[src/rtl/instr_fetch_pkg.sv]
// rtl/instr_fetch_pkg.sv - shared fetch-stage header: widths, ranges, FSM encoding, NOP
`ifndef INSTR_FETCH_PKG_DEFS
`define INSTR_FETCH_PKG_DEFS
`define PC_RANGE   31:0
`define DATA_RANGE 31:0
`endif

package instr_fetch_pkg;
  localparam int PC_W   = 32;
  localparam int DATA_W = 32;
  localparam logic [DATA_W-1:0] NOP = 32'h0000_0013;

  typedef enum logic [2:0] {
    S_IDLE,
    S_FETCH,
    S_WAIT,
    S_HOLD,
    S_DROP
  } if_state_e;

  function automatic logic [PC_W-1:0] pc_next(input logic [PC_W-1:0] pc);
    return pc + PC_W'(4);
  endfunction
endpackage

[src/rtl/if_skid_buf.sv]
// rtl/if_skid_buf.sv - one-entry {pc, instruction} skid buffer with synchronous clear
module if_skid_buf (
  input  logic        clk,
  input  logic        rst,
  input  logic        i_clr,
  input  logic        i_wr,
  input  logic [63:0] i_wdata,
  input  logic        i_rd,
  output logic        o_valid,
  output logic [63:0] o_rdata
);
  logic        r_valid;
  logic [63:0] r_data;

  always_ff @(posedge clk) begin
    if (rst || i_clr) begin
      r_valid <= 1'b0;
    end else if (i_wr) begin
      r_valid <= 1'b1;
    end else if (i_rd) begin
      r_valid <= 1'b0;
    end
  end

  always_ff @(posedge clk) begin
    if (rst) begin
      r_data <= '0;
    end else if (i_wr && !i_clr) begin
      r_data <= i_wdata;
    end
  end

  assign o_valid = r_valid;
  assign o_rdata = r_data;
endmodule

[src/rtl/instr_fetch.sv]
// rtl/instr_fetch.sv - instruction fetch stage, one outstanding bus request, IF->ID registers
// IF_MISALIGN_CHK_EN adds if2id_misalign and reports misaligned redirects instead of fetching.
module instr_fetch
  import instr_fetch_pkg::*;
#(
  parameter logic [`PC_RANGE] RESET_PC = 32'h0000_0000
) (
  input  logic               clk,
  input  logic               rst,
  output logic               ibus_req,
  output logic [`PC_RANGE]   ibus_addr,
  input  logic               ibus_ready,
  input  logic               ibus_rvalid,
  input  logic [`DATA_RANGE] ibus_rdata,
  input  logic               branch_take,
  input  logic [`PC_RANGE]   branch_target,
  input  logic               id_stall,
`ifdef IF_MISALIGN_CHK_EN
  output logic               if2id_misalign,
`endif
  output logic               if2id_valid,
  output logic [`PC_RANGE]   if2id_pc,
  output logic [`DATA_RANGE] if2id_instruction
);
  if_state_e          r_state;
  logic [`PC_RANGE]   r_pc;
  logic [`PC_RANGE]   r_fetch_pc;
  logic               r_req;
  logic               r_if2id_valid;
  logic [`PC_RANGE]   r_if2id_pc;
  logic [`DATA_RANGE] r_if2id_instr;
  logic               w_accept;
  logic               w_still_out;
  logic               w_misalign;
  logic               w_parked;
  logic [`PC_RANGE]   w_target;
  logic               w_skid_wr;
  logic               w_skid_rd;
  logic               w_skid_valid;
  logic [63:0]        w_skid_rdata;

  assign w_accept = r_req && ibus_ready;
  // a request is still in flight after this edge unless its response lands on it
  assign w_still_out = w_accept ||
                       (((r_state == S_WAIT) || (r_state == S_DROP)) && !ibus_rvalid);

`ifdef IF_MISALIGN_CHK_EN
  logic r_parked;
  logic r_misalign;
  assign w_target       = branch_target;
  assign w_misalign     = |branch_target[1:0];
  assign w_parked       = r_parked;
  assign if2id_misalign = r_misalign;
`else
  assign w_target   = branch_target & 32'hFFFF_FFFC;
  assign w_misalign = 1'b0;
  assign w_parked   = 1'b0;
`endif

  assign w_skid_wr = !branch_take && (r_state == S_WAIT) && ibus_rvalid && id_stall;
  assign w_skid_rd = !branch_take && (r_state == S_HOLD) && !id_stall;

  if_skid_buf u_skid (
    .clk     (clk),
    .rst     (rst),
    .i_clr   (branch_take),
    .i_wr    (w_skid_wr),
    .i_wdata ({r_fetch_pc, ibus_rdata}),
    .i_rd    (w_skid_rd),
    .o_valid (w_skid_valid),
    .o_rdata (w_skid_rdata)
  );

  always_ff @(posedge clk) begin
    if (rst) begin
      r_state       <= S_IDLE;
      r_pc          <= RESET_PC;
      r_fetch_pc    <= '0;
      r_req         <= 1'b0;
      r_if2id_valid <= 1'b0;
      r_if2id_pc    <= '0;
      r_if2id_instr <= NOP;
`ifdef IF_MISALIGN_CHK_EN
      r_parked      <= 1'b0;
      r_misalign    <= 1'b0;
`endif
    end else begin
      if (!id_stall) begin
        r_if2id_valid <= 1'b0;
`ifdef IF_MISALIGN_CHK_EN
        r_misalign    <= 1'b0;
`endif
      end
      if (branch_take) begin
        r_pc          <= w_target;
        r_if2id_valid <= 1'b0;
        if (w_misalign) begin
          r_state       <= S_IDLE;
          r_req         <= 1'b0;
          r_if2id_valid <= 1'b1;
          r_if2id_pc    <= w_target;
          r_if2id_instr <= NOP;
`ifdef IF_MISALIGN_CHK_EN
          r_parked      <= 1'b1;
          r_misalign    <= 1'b1;
`endif
        end else begin
          r_state <= w_still_out ? S_DROP : S_FETCH;
          r_req   <= !w_still_out;
`ifdef IF_MISALIGN_CHK_EN
          r_parked   <= 1'b0;
          r_misalign <= 1'b0;
`endif
        end
      end else begin
        case (r_state)
          S_IDLE: begin
            if (!w_parked) begin
              r_state <= S_FETCH;
              r_req   <= 1'b1;
            end
          end
          S_FETCH: begin
            if (w_accept) begin
              r_pc       <= pc_next(r_pc);
              r_fetch_pc <= r_pc;
              r_req      <= 1'b0;
              r_state    <= S_WAIT;
            end
          end
          S_WAIT: begin
            if (ibus_rvalid) begin
              if (!id_stall) begin
                r_if2id_valid <= 1'b1;
                r_if2id_pc    <= r_fetch_pc;
                r_if2id_instr <= ibus_rdata;
                r_state       <= S_FETCH;
                r_req         <= 1'b1;
              end else begin
                r_state <= S_HOLD;
              end
            end
          end
          S_HOLD: begin
            if (!id_stall && w_skid_valid) begin
              r_if2id_valid                 <= 1'b1;
              {r_if2id_pc, r_if2id_instr}   <= w_skid_rdata;
              r_state                       <= S_FETCH;
              r_req                         <= 1'b1;
            end
          end
          S_DROP: begin
            if (ibus_rvalid) begin
              r_state <= S_FETCH;
              r_req   <= 1'b1;
            end
          end
          default: begin
            r_state <= S_IDLE;
            r_req   <= 1'b0;
          end
        endcase
      end
    end
  end

  assign ibus_req          = r_req;
  assign ibus_addr         = r_pc;
  assign if2id_valid       = r_if2id_valid;
  assign if2id_pc          = r_if2id_pc;
  assign if2id_instruction = r_if2id_instr;
endmodule

[config.mk]
export PLATFORM = sky130hd
export DESIGN_NAME = instr_fetch
export DESIGN_NICKNAME = d
export VERILOG_FILES = /design/src/rtl/instr_fetch_pkg.sv /design/src/rtl/if_skid_buf.sv /design/src/rtl/instr_fetch.sv
export SDC_FILE = /design/constraint.sdc
export NUM_CORES = 1
export LEC_CHECK = 0
export BUFFER_PORTS_ARGS = -buffer_cell sky130_fd_sc_hd__clkbuf_2
export CAP_MARGIN = 25
export CORE_AREA = 2 2 103 155
export DETAILED_ROUTE_END_ITERATION = 7
export DIE_AREA = 0 0 105 157
export GPL_TIMING_DRIVEN = 0
export PLACE_DENSITY = 0.76
export SKIP_LAST_GASP = 1
export SLEW_MARGIN = 0
export SYNTH_ARGS = -nofsm -noshare
export SYNTH_HDL_FRONTEND = slang
export SYNTH_SLANG_ARGS = --single-unit
[constraint.sdc]
create_clock -name clk -period 2.6 [get_ports clk]
set_clock_uncertainty 0.05 [all_clocks]
set_input_delay 0.13 -clock clk [delete_from_list [all_inputs] [get_ports clk]]
set_output_delay 0.13 -clock clk [all_outputs]
set_load 0.005 [all_outputs]
== After elaboration in Yosys (flattened, before gate mapping) ==
Cells that the tools add are included.

* Bits in registers: 198
* Latch bits: 0
* Bits in writable memories: 0
* ROM bits: 0
* Output and inout bits: 98
* Logic and storage cells: 85
* Memories: 0

* $add $sub $neg: 1
* Multipliers: 0
* Div/mod/pow operators: 0
* $lt $le $gt $ge: 0
* Equal/unequal tests: 12
* Shift-type cells: 0
* Muxes and demuxes: 33
* Bitwise gates (word level): 1
* Reduce and logical (&&, ||, !) cells: 28

{| class="wikitable"
|+ Operator list
! kind !! count
|-
| two-way mux 32 bit || 9
|-
| one-hot mux 32 bit (2 select lines) || 2
|-
| adder 32 x 3 -> 32 bit (second input constant) || 1
|-
| two-way mux 3 bit || 6
|-
| one-hot mux 3 bit (5 select lines) || 1
|-
| two-way mux 1 bit || 12
|-
| != test 3 bit (second input constant) || 4
|-
| AND reduction 5 bit || 2
|-
| logical AND 1 bit || 9
|-
| nonzero test 2 bit || 4
|-
| == test 3 x 2 -> 1 bit (second input constant) || 2
|-
| one-hot mux 1 bit (5 select lines) || 1
|-
| zero test 1 bit || 4
|-
| != test 2 bit (second input constant) || 2
|-
| AND reduction 2 bit || 2
|-
| AND reduction 4 bit || 1
|-
| == test 3 x 1 -> 1 bit (second input constant) || 1
|-
| == test 3 bit (second input constant) || 1
|-
| zero test 3 bit || 1
|-
| logical OR 1 bit || 3
|-
| != test 3 x 2 -> 1 bit (second input constant) || 1
|-
| AND reduction 3 bit || 1
|-
| two-way mux 2 bit || 1
|-
| != test 2 x 1 -> 1 bit (second input constant) || 1
|-
| other kinds (3) || 3
|}

== Depth between registers and ports, before layout ==
Gate-level depths: netlist of run 1.

* Depth after elaboration: 6
* Gate-level depth with buffers: 7

== Hierarchy ==
From an unflattened synthesis of run 1, not the netlist that was laid out.

* Cell total of the unflattened synthesis: 1078
* Area, all modules: 9051.2 µm²

{| class="wikitable"
|+ Modules (own cells, without submodules)
! module !! instances !! cells each !! area an instance (µm²) !! seq. area each (µm²)
|-
| instr_fetch || 1 || 782 || 6018.3 || 2582.5
|-
| if_skid_buf || 1 || 296 || 3032.9 || 1301.2
|}

== Worst setup path after synthesis of run 1 ==
No wires, ideal clock.

* Path kind: reg-to-reg
* From: register r_pc[2], in the netlist ibus_addr[2]
* To: register r_pc[14], in the netlist ibus_addr[14]
* Arrival time: 2041 ps
* Required time: 2459 ps
* Setup slack: 418 ps
* Stages on the path, launching flop included: 7
* Path buffers: 1
* Path through: dfxtp_1 -> ha_1 -> inv_1 -> or4_1 -> clkbuf_1 -> or4b_1 -> a311oi_1

* Longest elaborated chain between the ends: 4

{| class="wikitable"
|+ Ends and longest elaborated chain
! what !! line !! text
|-
| start: declaration || instr_fetch.sv:26 || <nowiki>logic [`PC_RANGE] r_pc;</nowiki>
|-
| start signal: assignment || instr_fetch.sv:95 || <nowiki>r_pc <= w_target;</nowiki>
|-
| start signal: assignment || instr_fetch.sv:125 || <nowiki>r_pc <= pc_next(r_pc);</nowiki>
|-
| adder 32 x 3 -> 32 bit || instr_fetch_pkg.sv:22 || <nowiki>return pc + PC_W'(4);</nowiki>
|-
| two-way mux 32 bit || instr_fetch.sv:124 || <nowiki>if (w_accept) begin</nowiki>
|-
| two-way mux 32 bit || instr_fetch.sv:116 || <nowiki>case (r_state)</nowiki>
|-
| two-way mux 32 bit || instr_fetch.sv:94 || <nowiki>if (branch_take) begin</nowiki>
|}

Every way passes these cells. The select of a mux whose other input is x is not followed.
A chain may end at the register's enable or synchronous reset.

== Worst setup path in the final report of run 1 ==
* From: register r_pc[5], in the netlist ibus_addr[5]
* To: register r_pc[14], in the netlist ibus_addr[14]

The elaborated chain is that of the path after synthesis.

==> out/metrics.yaml, run 1 <==
grt_antenna_before_repair: 0
die_x_um: 105
maxUsedRoutingLayer: "met4"
worstPathMaxFanout: 9
clkSinkCount: 190
rsz0062_at_grt: "yes"
ir_drop_mv: 0.4231
start_kind: "flip-flop"
preCtsSetupSlack_ns: -0.008398
maxSlewHeadroom_pct: 44.21
async_flop_share_pct: 0
synth-seq-area-share_pct: 46.31
hold_class: "in2reg"
wirelength_um: 24690
cp.arrival_ns: 2.80
yosys_warnings: 0
crit_type: "reg2reg"
n_antenna_cell: 0
core_area_sq_mm: 0.01500
row_count: 55
met3_length_um: 1439
clk_pin_slew_ns: 0.08
grt_pass1_vias: 7945
tritoncts: "yes"
ys_ff_latch: 190
gp_congestion: 0.9652
end_kind: "flip-flop"
fillCellCount: 1280
cts_buffer_depth: 2
globalRouteOverflowTotal: 0
cts-htree-levels: 4
synth_top_area_share_pct: 46.31
place_hpwl_um: 17330
grtUsageTotal_pct: 30.36
synth_area_per_cell_sq_um: 8.356
cts-root-buf: "clkbuf_16"
power_mw: 6.250
post-route-period-util_pct: 96.56
outcome: "complete, no violations"
multiInputGateArea_sq_mm: 0.004033
period_minus_slack_ns: 2.510
synth_top_cell_by_area: "dfxtp_1"
num_vias: 8196
netlist_top_cells_count: "202 x nand2_1, 190 x dfxtp_1, 97 x a21oi_1, 83 x nor2_1, 69 x a211oi_1"
synth.most_common_cell: "nand2_1"
ant_nets: 0
p_per_area_mw_per_mm2: 594.6
grt_pass1_wl_um: 39800
whs_ns: 0.01433
setup_violations: 0
clk_latency_ns: 0.43
die_h_um: 157
wl_met1_um: 9807
ys_top_cells_by_area: "dfxtp_1 46%, nand2_1 9.2%, mux2i_1 7.3%"
wl_met2_um: 12400
worst-path-buf-inv: 1
start_util_pct: 54.75
slew_viol_final: 0
synth_cell_type_count: 60
netlist_instances: 983
worstMarginPinSlew_ns: 0.8368
synth_edf_count: 0
grt_max_degree: 21
layout.nets: 1295
drive_gt1_share_pct: 17.87
cap_violations: 0
ioPinCount: 168
portBuffers: 159
leakage_nw: 4.190
area_delta_synth_final_pct: 27.97
first_pass_iters: 5
syn-cell-area_sq_mm: 0.008214
slowest_delay_ns: 0.56
finalHoldViolations: 0
cp_slowest_cell: "dfxtp_1"
seq_area_sq_mm: 0.003806
cts_buffers: 17
vias_per_cell: 5.708
clock.fmax_mhz: 398.3
worst_slack_ns: 0.08955
cp_top_family: "simple AND/OR/NAND/NOR gates"
crit_required_ns: 2.89
cts_setup_buffers: 0
routedWlPerCell_um: 17.19
crit_chain: "nand3_1, or4_1, clkbuf_1, or4b_1, a311oi_1"
die_area_sq_mm: 0.01649
drtIter0Drc: 454
route.detailed.drc: 0
synth_flop_cell: "dfxtp_1"
## logic make-up (layout without fill, tap and decap cells)
kind of cell               Yosys count  in the layout  share of synthesized area [%]
and+or+nand+nor                    392            392                          22.03
AOI/OAI and AO/OA                  229            229                          18.11
DFF                                190            190                          46.31
buffers and inverters              100            351                          4.890
muxes                               63             63                          7.723
xor gates and xnor gates             7              7                         0.7464
adders and majority gates            1              1                         0.1523
other                                1              4                        0.04565
## area by class of cell
type	instances	share of cell area (%)
multi-input combinational	696	38.36
sequential	190	36.21
timing repair buffer	220	13.33
clock buffer	17	4.047
buffer	83	3.273
tap	199	2.369
clock inverter	15	1.833
inverter	16	0.5714
## cell usage in the layout, fill, tap and decap left out, types with 6 or more instances in the layout
cell,n
nor3b_1,7
a211oi_1,69
nor4_1,8
or4_1,12
inv_1,15
clkbuf_2,165
buf_1,6
dlygate4sd3_1,60
nor3_1,18
mux2i_1,60
nand2_1,202
clkbuf_16,17
dfxtp_1,188
a21oi_1,97
clkbuf_1,59
nor2_1,83
o31ai_1,6
a311oi_1,10
buf_2,9
xnor2_1,7
nand3_1,14
o21ai_0,13
nand4_1,10
## registers in the layout, indices dropped and copies added (netlist names)
signal,cells
r_fetch_pc,30
if2id_pc,30
u_skid.o_rdata,62
ibus_addr,30
r_state,3
if2id_instruction,32
u_skid.o_valid,1
if2id_valid,1
ibus_req,1
## routing by layer
layer / vias up / global-route usage (%)
met5: - / 0
met4: 0 / 14.22
met3: 78 / 5.300
met2: 328 / 54.55
met1: 3832 / 34.91
li1: 3958 / -
## where the power goes
group / switching (mW) / internal [mW]
Clock: 1.29 / 1.39
Combinational: 0.269 / 0.230
Sequential: 0.108 / 2.96
Total: 1.67 / 4.58
## what timing repair did
item	CTS	global route
hold endpoints to repair	86	0
hold buffers	60	0
resized for setup	1	13
setup endpoints to repair	19	75
pin swaps	0	0
## metrics by stage
stage                     setup TNS (ns)  area (sq um)  std cells  util, %
after floorplan                        0          8225        986        -
after global placement           -0.5280          9270       1344    61.79
after detailed placement       -0.008398          9275       1345    61.83
after CTS                              0         10510       1437    70.03
final                                  0         10510       1436    70.07
after global routing              -1.462         10510       1436    70.07
## worst register-to-register path, cell delays in order (launching register included)
cell and delay, ns:
dfxtp_1 0.56, nand3_1 0.30, or4_1 0.46, clkbuf_1 0.24, or4b_1 0.56, a311oi_1 0.25
## worst paths after layout
path / startpoint / endpoint / slack, ns / depth (start not counted)
max: ibus_addr[5] / ibus_addr[14] / 0.09 / 5
min: branch_target[28] / ibus_addr[28] / 0.01 / 4
max reg2reg: ibus_addr[5] / ibus_addr[14] / 0.09 / 5
min reg2reg: u_skid.o_rdata[51] / u_skid.o_rdata[51] / 0.41 / 2
No activity file was read; power rests on OpenSTA's default activity.
==> run 2, diff against run 1 <==
--- a/config.mk
+++ b/config.mk
@@ -12,6 +12,8 @@
 export DIE_AREA = 0 0 105 157
 export GPL_TIMING_DRIVEN = 0
 export PLACE_DENSITY = 0.76
+export RECOVER_POWER = 50
+export SETUP_SLACK_MARGIN = 0.1
 export SKIP_LAST_GASP = 1
 export SLEW_MARGIN = 0
 export SYNTH_ARGS = -nofsm -noshare
==> out/metrics.yaml, run 2 (synthesis results as in run 1) <==
cts-root-buf: "clkbuf_16"  # unchanged
grt_antenna_before_repair: 0  # unchanged
core_area_sq_mm: 0.01500  # unchanged
finalHoldViolations: 0  # unchanged
grt_pass1_wl_um: 39880  # was 39,800 um
final_common_cell: "nand2_1"  # unchanged
num_vias: 8212  # was 8,196
post-route-period-util_pct: 97.06  # was 96.56%
switching_share_pct: 26.74  # was 26.73%
cts-htree-levels: 4  # unchanged
die_x_um: 105  # unchanged
start_kind: "flip-flop"  # unchanged
clk_pin_slew_ns: 0.08  # about the same
period_minus_slack_ns: 2.524  # was 2.510 ns
setup_violations: 0  # unchanged
internal_power_mw: 4.575  # was 4.579 mW
ant_nets: 0  # unchanged
end_kind: "flip-flop"  # unchanged
grt_use_met3_pct: 5.300  # unchanged
ioPinCount: 168  # unchanged
whs_ns: 0.009783  # was 0.01433 ns
share_comb_of_total_power_pct: 8.0  # about the same
area_delta_synth_final_pct: 27.68  # was 27.97%
layout.nets: 1299  # was 1,295
switchingPower_mw: 1.670  # about the same
die_area_sq_mm: 0.01649  # unchanged
place_hpwl_um: 17330  # unchanged
power_mw: 6.245  # was 6.250 mW
hold_class: "in2reg"  # unchanged
pwr-share-seq_pct: 49.1  # about the same
grt_pass1_vias: 7951  # was 7,945
largest_reg_flops: 62  # unchanged
instances_no_fill: 1440  # was 1,436
ir_drop_mv: 0.4276  # was 0.4231 mV
maxSlewHeadroom_pct: 43.30  # was 44.21%
routedWlPerCell_um: 17.26  # was 17.19 um
start_util_pct: 54.75  # unchanged
grtUsageTotal_pct: 30.44  # was 30.36%
grt_use_met2_pct: 54.51  # was 54.55%
drive_gt1_share_pct: 14.83  # was 17.87%
drtIter0Drc: 494  # was 454
crit_required_ns: 2.89  # about the same
grt_max_degree: 21  # unchanged
slew_viol_final: 0  # unchanged
placed_cells: 1345  # unchanged
vias_per_cell: 5.703  # was 5.708
tns_ns: 0  # unchanged
clk_latency_ns: 0.44  # was 0.43 ns
row_count: 55  # unchanged
cts_buffers: 17  # unchanged
cp.arrival_ns: 2.81  # was 2.80 ns
cap_violations: 0  # unchanged
p_clk_share_pct: 42.9  # about the same
met1_usage_pct: 35.14  # was 34.91%
outcome: "complete, no violations"  # unchanged
worstPathMaxFanout: 9  # unchanged
leakage_nw: 4.064  # was 4.190 nW
clkSinkCount: 190  # unchanged
die_h_um: 157  # unchanged
tritoncts: "yes"  # unchanged
gp_congestion: 0.9652  # unchanged
rrSetupSlack_ns: 0.08  # was 0.09 ns
p_per_area_mw_per_mm2: 595.5  # was 594.6 mW/mm^2
worstMarginPinSlew_ns: 0.8505  # was 0.8368 ns
clock.fmax_mhz: 396.3  # was 398.3 MHz
final_cell_mix: "202 x nand2_1, 187 x dfxtp_1, 128 x clkbuf_2, 104 x clkbuf_1, 97 x a21oi_1"  # was 202 x nand2_1, 188 x dfxtp_1, 165 x clkbuf_2, 97 x a21oi_1, 83 x nor2_1
cts_buffer_depth: 2  # unchanged
first_pass_iters: 5  # unchanged
portBuffers: 159  # unchanged
route.detailed.drc: 0  # unchanged
crit_type: "reg2reg"  # unchanged
globalRouteOverflowTotal: 0  # unchanged
busiest_layer: "met2"  # unchanged
n_antenna_cell: 0  # unchanged
wirelength_um: 24860  # was 24,690 um
rsz0062_at_grt: "yes"  # unchanged
[run 2: changes by cell type in the layout (fill, tap and decap cells not counted)]
cell      delta
buf_2        -4
buf_1        -3
buf_4        +3
clkbuf_1    +45
dfxtp_2      +1
dfxtp_1      -1
clkbuf_2    -37
[run 2: worst paths after layout]
| check | to | from | depth (start not counted) |
|---|---|---|---|
| max | ibus_addr[14] | ibus_addr[4] | 5 |
| min | ibus_addr[28] | branch_target[28] | 4 |
| min reg2reg | u_skid.o_rdata[51] | u_skid.o_rdata[51] | 2 |
| max reg2reg | ibus_addr[14] | ibus_addr[4] | 5 |
[run 2: through the flow]
step	utilization (%)	worst slack (ns)	instance area (sq um)
after global routing	69.91	0.04042	10490
after floorplan	-	0.4184	8225
after detailed placement	61.83	-0.008398	9275
final	69.91	0.07636	10490
after CTS	70.05	0.1016	10510
after global placement	61.79	-0.1027	9270
[run 2: power groups by stage]
stage          Clock (mW)  Sequential [mW]  Combinational (mW)
2_1_floorplan           0             3.09               0.239
3_3_place_gp            0             3.13               0.415
3_5_place_dp            0             3.13               0.418
4_1_cts              2.70             3.06               0.494
5_1_grt              2.83             3.07               0.544
6_report             2.68             3.06               0.500
[run 2: final cells by class]
type                    count  area (sq um)
clock buffers              17         425.4
multi-input cells         696          4033
clock inverters            15         192.7
plain buffers              84         356.6
well taps                 199         249.0
inverters                  16         60.06
flip-flops and latches    190          3807
fillers                  1294          4514
repair buffers            223          1364
[run 2: metal layers]
metal / wire length, um / up-vias
met3: 1411 / 83
met1: 9909 / 3835
met2: 12460 / 326
met5: 0 / -
li1: - / 3968
met4: 1083 / 0
[run 2: what timing repair did]
item / CTS / global route
gates resized for setup: 3 / 31
setup endpoints to repair: 53 / 118
hold endpoints to repair: 86 / 0
pin swaps: 0 / 2
buffers inserted: 0 / 3
hold buffers: 60 / 0
[run 2: critical path, stage by stage, from the launching register on]
cell,delay [ns]
dfxtp_1,0.56
nand3_1,0.32
or4_1,0.47
clkbuf_1,0.24
or4b_1,0.56
a311oi_1,0.25
